--- src/rtl/rv32_fetch_unit_if.sv ---
// Fetch unit bus: instruction-memory request/response channel, redirect input and decode handshake.
interface rv32_fetch_unit_if;
    logic        imem_req_valid;
    logic        imem_req_ready;
    logic [31:0] imem_req_addr;
    logic        imem_rsp_valid;
    logic [31:0] imem_rsp_instr;
    logic        redirect_valid;
    logic [31:0] redirect_pc;
    logic        out_valid;
    logic        out_ready;
    logic [31:0] out_instr;
    logic [31:0] out_pc;

    modport master (
        output imem_req_valid, imem_req_addr, out_valid, out_instr, out_pc,
        input  imem_req_ready, imem_rsp_valid, imem_rsp_instr, redirect_valid, redirect_pc, out_ready
    );

    modport slave (
        input  imem_req_valid, imem_req_addr, out_valid, out_instr, out_pc,
        output imem_req_ready, imem_rsp_valid, imem_rsp_instr, redirect_valid, redirect_pc, out_ready
    );
endinterface

--- src/rtl/rv32_fetch_unit.sv ---
// RV32 instruction fetch: credit-limited requests, in-flight address FIFO, instruction queue
// to decode, and redirect handling that drops responses to stale requests.
module rv32_fetch_unit #(
    parameter logic [31:0] RESET_PC    = 32'h0000_0000,
    parameter int          QUEUE_DEPTH = 2
) (
    input  logic               clk,
    input  logic               reset,
    rv32_fetch_unit_if.master  bus
);
    localparam int PW  = $clog2(QUEUE_DEPTH);
    localparam int CW  = $clog2(QUEUE_DEPTH + 1);
    localparam int CW1 = CW + 1;
    localparam logic [CW:0] DEPTH_C = CW1'(QUEUE_DEPTH);

    logic [31:0]   fetch_pc_q, fetch_pc_d;
    logic [31:0]   infl_addr_q [QUEUE_DEPTH];
    logic [PW-1:0] infl_wr_q, infl_wr_d, infl_rd_q, infl_rd_d;
    logic [31:0]   q_pc_q    [QUEUE_DEPTH];
    logic [31:0]   q_instr_q [QUEUE_DEPTH];
    logic [PW-1:0] q_wr_q, q_wr_d, q_rd_q, q_rd_d;
    logic [CW-1:0] q_count_q, q_count_d;
    logic [CW-1:0] outst_q, outst_d;
    logic [CW-1:0] drop_q, drop_d;

    logic credit_ok, req_valid, req_fire, rsp_fire, rsp_keep, out_valid, out_fire, q_nonempty;

    // Dropped requests stay in outst_q, so the credit check keeps room for them too.
    assign credit_ok  = ({1'b0, q_count_q} + {1'b0, outst_q}) < DEPTH_C;
    assign req_valid  = !reset && !bus.redirect_valid && credit_ok;
    assign req_fire   = req_valid && bus.imem_req_ready;
    assign rsp_fire   = bus.imem_rsp_valid && (outst_q != '0);
    assign rsp_keep   = rsp_fire && (drop_q == '0) && !bus.redirect_valid;
    assign q_nonempty = (q_count_q != '0) && !reset;
    assign out_valid  = q_nonempty && !bus.redirect_valid;
    assign out_fire   = out_valid && bus.out_ready;

    assign bus.imem_req_valid = req_valid;
    assign bus.imem_req_addr  = fetch_pc_q;
    assign bus.out_valid      = out_valid;
    assign bus.out_instr      = q_nonempty ? q_instr_q[q_rd_q] : '0;
    assign bus.out_pc         = q_nonempty ? q_pc_q[q_rd_q]    : '0;

    always_comb begin
        fetch_pc_d = fetch_pc_q;
        if (bus.redirect_valid) begin
            fetch_pc_d = bus.redirect_pc & 32'hFFFF_FFFC;
        end else if (req_fire) begin
            fetch_pc_d = fetch_pc_q + 32'd4;
        end

        infl_wr_d = infl_wr_q + PW'(req_fire);
        infl_rd_d = infl_rd_q + PW'(rsp_fire);
        outst_d   = outst_q + CW'(req_fire) - CW'(rsp_fire);

        drop_d = drop_q;
        if (bus.redirect_valid) begin
            drop_d = outst_d;
        end else if (rsp_fire && (drop_q != '0)) begin
            drop_d = drop_q - CW'(1);
        end

        if (bus.redirect_valid) begin
            q_count_d = '0;
            q_wr_d    = '0;
            q_rd_d    = '0;
        end else begin
            q_count_d = q_count_q + CW'(rsp_keep) - CW'(out_fire);
            q_wr_d    = q_wr_q + PW'(rsp_keep);
            q_rd_d    = q_rd_q + PW'(out_fire);
        end
    end

    always_ff @(posedge clk) begin
        if (reset) begin
            fetch_pc_q <= RESET_PC & 32'hFFFF_FFFC;
            infl_wr_q  <= '0;
            infl_rd_q  <= '0;
            q_wr_q     <= '0;
            q_rd_q     <= '0;
            q_count_q  <= '0;
            outst_q    <= '0;
            drop_q     <= '0;
        end else begin
            fetch_pc_q <= fetch_pc_d;
            infl_wr_q  <= infl_wr_d;
            infl_rd_q  <= infl_rd_d;
            q_wr_q     <= q_wr_d;
            q_rd_q     <= q_rd_d;
            q_count_q  <= q_count_d;
            outst_q    <= outst_d;
            drop_q     <= drop_d;
        end
    end

    // Storage is not reset; the counters decide which entries are meaningful.
    always_ff @(posedge clk) begin
        if (req_fire) begin
            infl_addr_q[infl_wr_q] <= fetch_pc_q;
        end
        if (rsp_keep) begin
            q_pc_q[q_wr_q]    <= infl_addr_q[infl_rd_q];
            q_instr_q[q_wr_q] <= bus.imem_rsp_instr;
        end
    end
endmodule

--- src/flat_wrapper.sv ---
// flat-port wrapper written by rule: the top's interface ports become plain ports
module rv32_fetch_unit_flat 
#(
    parameter logic [31:0] RESET_PC    = 32'h0000_0000,
    parameter int          QUEUE_DEPTH = 2
)
  (clk, reset, bus_imem_req_valid, bus_imem_req_addr, bus_out_valid, bus_out_instr, bus_out_pc, bus_imem_req_ready, bus_imem_rsp_valid, bus_imem_rsp_instr, bus_redirect_valid, bus_redirect_pc, bus_out_ready);
  rv32_fetch_unit_if bus_i ();
  input  logic clk;
  input  logic reset;
  output wire logic [$bits(bus_i.imem_req_valid)-1:0] bus_imem_req_valid;
  output wire logic [$bits(bus_i.imem_req_addr)-1:0] bus_imem_req_addr;
  output wire logic [$bits(bus_i.out_valid)-1:0] bus_out_valid;
  output wire logic [$bits(bus_i.out_instr)-1:0] bus_out_instr;
  output wire logic [$bits(bus_i.out_pc)-1:0] bus_out_pc;
  input wire logic [$bits(bus_i.imem_req_ready)-1:0] bus_imem_req_ready;
  input wire logic [$bits(bus_i.imem_rsp_valid)-1:0] bus_imem_rsp_valid;
  input wire logic [$bits(bus_i.imem_rsp_instr)-1:0] bus_imem_rsp_instr;
  input wire logic [$bits(bus_i.redirect_valid)-1:0] bus_redirect_valid;
  input wire logic [$bits(bus_i.redirect_pc)-1:0] bus_redirect_pc;
  input wire logic [$bits(bus_i.out_ready)-1:0] bus_out_ready;
  assign bus_imem_req_valid = bus_i.imem_req_valid;
  assign bus_imem_req_addr = bus_i.imem_req_addr;
  assign bus_out_valid = bus_i.out_valid;
  assign bus_out_instr = bus_i.out_instr;
  assign bus_out_pc = bus_i.out_pc;
  assign bus_i.imem_req_ready = bus_imem_req_ready;
  assign bus_i.imem_rsp_valid = bus_imem_rsp_valid;
  assign bus_i.imem_rsp_instr = bus_imem_rsp_instr;
  assign bus_i.redirect_valid = bus_redirect_valid;
  assign bus_i.redirect_pc = bus_redirect_pc;
  assign bus_i.out_ready = bus_out_ready;
  rv32_fetch_unit #(.RESET_PC(RESET_PC), .QUEUE_DEPTH(QUEUE_DEPTH)) u_core (.clk(clk), .reset(reset), .bus(bus_i));
endmodule
--- config.mk ---
export PLATFORM = sky130hd
export DESIGN_NAME = rv32_fetch_unit_flat
export DESIGN_NICKNAME = d
export VERILOG_FILES = /design/src/rtl/rv32_fetch_unit_if.sv /design/src/rtl/rv32_fetch_unit.sv /design/src/flat_wrapper.sv
export SDC_FILE = /design/constraint.sdc
export NUM_CORES = 1
export LEC_CHECK = 0
export ABC_AREA = 0
export CORE_MARGIN = 4
export CORE_UTILIZATION = 30
export CTS_BUF_LIST = sky130_fd_sc_hd__clkbuf_16
export DETAILED_ROUTE_END_ITERATION = 12
export GPL_TIMING_DRIVEN = 1
export PLACE_DENSITY = 0.51
export SLEW_MARGIN = 5
export SYNTH_ARGS = -nofsm -noshare
export SYNTH_HDL_FRONTEND = slang
export SYNTH_SLANG_ARGS = --single-unit
--- constraint.sdc ---
create_clock -name clk -period 6.5 [get_ports clk]
set_input_delay 1.95 -clock clk [delete_from_list [all_inputs] [get_ports clk]]
set_output_delay 1.95 -clock clk [all_outputs]
set_load 0.005 [all_outputs]
==> results.yml <==
outcome:
  run_status: "finished, final reports clean"
die:
  die_h_um: 182.7
  core-area_sq_um: 29870
  dieWidth_um: 182.7
  initial_core_util_pct: 30.66
  io_pins: 168
  die-area_sq_um: 33390
  num_rows: 63
grt:
  use_met2_pct: 21.32
  top_usage_layer: "met2"
  met3_usage_pct: 3.372
  overflow: 0
  grt_use_met1_pct: 16.71
  grt_pass1_vias: 5667
  grt_antenna_before_repair: 2
  grt_pass1_wl_um: 33290
  gr-usage-all-layers_pct: 12.73
  grt_max_degree: 63
power_and_ir_drop:
  ir_worst_vdd_uv: 167.3
  powerDensity_nw_per_um2: 296.8
  leakage_nw: 4.006
  report.power.total_mw: 3.573
critical_path:
  cp_slowest_stage_delay_ps: 550
  worstPathRequired_ps: 4550
  arrival_ps: 3840
  path_class: "input pin to output pin"
  worstReg2RegStart: "u_core.outst_q[0]"
  startpoint_type: "input pin"
  crit_start: "reset"
  endpoint_kind: "output pin"
  cpMostUsedCell: "clkdlybuf4s50_1"
  worstPathCellList: "clkdlybuf4s50_1, or2_2, buf_4, nor2_1, clkdlybuf4s50_1"
  cp_slowest_cell: "clkdlybuf4s50_1"
  crit_fanout: 62
yosys:
  synthSimpleGateAreaFrac_pct: 9.206
  syn_avg_cell_area_sq_um: 14.11
  synthXorXnorAreaFrac_pct: 2.868
  synth_ff_type: "edfxtp_1"
  seq_area_frac_synth_pct: 69.06
  synth_compound_area_share_pct: 3.360
  synth-seq-cells: 224
  synth.area.mux_share_pct: 11.23
  yosys.area_share.adder_pct: 1.311
  synth_edf_count: 184
  synth_top_family_by_area: "multiplexers"
  synthArstFlopShare_pct: 0
  synth_warnings: 0
  syn-instance-count: 649
  yosysUniqueCellTypes: 46
  synthesis.area_sq_um: 9160
timing:
  hold_viol: 0
  max_freq_mhz: 172.9
  rsz0062_at_grt: "false"
  slew_violations: 0
  finClkSkew_ps: 14.00
  worstMarginPinSlew_ps: 1016
  setup_viol: 0
  slew_headroom_pct: 32.11
  period_share_pct: 89.00
  layout_min_cycle_time_ps: 5785
  fin_tns_setup_ps: 0
cells_and_area:
  final_common_cell: "edfxtp_1"
  final_util_pct: 40.29
  syn2layout_area_growth_pct: 31.40
  mostFrequentLayoutCells: "edfxtp_1, clkdlybuf4s50_1, nor2_1"
  nNetsFinal: 892
  diodes: 0
  drive_gt1_share_pct: 10.70
cts:
  root_buffer: "clkbuf_16"
  cts_tree: "built"
  cts_buffers: 26
  clk_latency_ps: 520
  post_cts.repair.setup_buffers: 0
  htree_levels: 1
  clock_sinks: 224
  ctsResizeCount: 0
  cts_max_path_buffers: 3
  holdBufCountCts: 0
  path_clk_slew_ps: 60
detailed_routing:
  via_count: 5558
  drc_errors: 0
  viasPerCell: 4.548
  drt_first_pass_iters: 4
  drt_iter0_markers: 304
  drt-total-wl_um: 21640
  antenna_left: 0
  detail_route.wl_per_cell_um: 17.71
hold_path:
  hp-class: "flip-flop to flip-flop"
  worstHoldStart: "u_core.bus.imem_req_addr[7]"
placed_design:
  dp_hpwl_um: 13730
  routabilityCongestion: 0.7355
  io_buffers: 161
job:
  drv_cap: 0
## cell type report
type / instances / area (sq um)
sequential: 224 / 6330
clock buffer: 27 / 675.6
tap: 390 / 488.0
clock inverter: 20 / 168.9
timing repair buffer: 169 / 1667
multi-input combinational: 366 / 2610
fill: 2876 / 17840
inverter: 26 / 97.59
## power by group
part | leakage (nW) | switching, mW | internal (mW)
Sequential | 2.01 | 0.0558 | 1.68
Combinational | 1.56 | 0.212 | 0.207
Clock | 0.439 | 0.550 | 0.865
## through the flow
| stage | instances | area, sq um | hold WS (ps) | setup slack (ps) |
|---|---|---|---|---|
| after floorplan | 652 | 9171 | 485.9 | 1623 |
| after global placement | 1175 | 11190 | 526.2 | 664.3 |
| after detailed placement | 1175 | 11190 | 531.9 | 658.1 |
| after CTS | 1222 | 12040 | 539.1 | 658.3 |
| after global routing | 1222 | 12040 | 550.5 | 555.9 |
| final | 1222 | 12040 | 536.2 | 714.7 |
## routing by layer
layer  wire [um]  part of all wire [%]
met5          37                  0.17
met4         347                   1.6
met3        1594                   7.4
met2       10290                    48
met1        9364                    43
## cell usage after synthesis (4+ instances only)
cell type | instances | share of area [%]
ha_1 | 8 | 1.1
and3_1 | 5 | 0.34
nand4_1 | 4 | 0.27
nor3_1 | 8 | 0.44
clkbuf_1 | 17 | 0.70
o22ai_1 | 5 | 0.34
xor2_1 | 12 | 1.1
o21a_1 | 10 | 0.82
nor2_1 | 95 | 3.9
nand3_1 | 9 | 0.49
edfxtp_1 | 184 | 60
nor4_1 | 11 | 0.75
mux2_2 | 30 | 3.7
buf_1 | 11 | 0.45
dfxtp_1 | 40 | 8.7
inv_1 | 26 | 1.1
mux2i_1 | 69 | 7.5
xnor2_1 | 18 | 1.7
a21oi_1 | 25 | 1.4
nand2_1 | 23 | 0.94
buf_4 | 5 | 0.41
## cell families after synthesis
logic type / count (synthesis)
AO/OA/AOI/OAI: 50
XOR/XNOR: 30
adder cells (fa/ha/maj): 9
buffers and inverters: 62
flip-flops: 224
multiplexers: 99
other: 1
AND/OR/NAND/NOR: 174
## flip-flops by register name (all words and copies together) (netlist names)
signal                    cells
u_core.bus.imem_req_addr     30
u_core.drop_q                 2
u_core.infl_addr_q           60
u_core.infl_rd_q              1
u_core.infl_wr_q              1
u_core.outst_q                2
u_core.q_count_q              2
u_core.q_instr_q             64
u_core.q_pc_q                60
u_core.q_rd_q                 1
u_core.q_wr_q                 1
## critical path, delay by kind of cell
| family | cells | cell delay [ps] |
|---|---|---|
| AND/OR/NAND/NOR | 2 | 510 |
| buffers and inverters | 3 | 1300 |
## worst paths after layout
check | end | slack (ps) | cells past startpoint
max | bus_out_pc[31] | 710 | 5
min | u_core.infl_addr_q[0][7] | 540 | 0
max reg2reg | u_core.infl_addr_q[0][14] | 3070 | 9
min reg2reg | u_core.infl_addr_q[0][7] | 540 | 0
No activity file was read; power rests on OpenSTA's default activity.
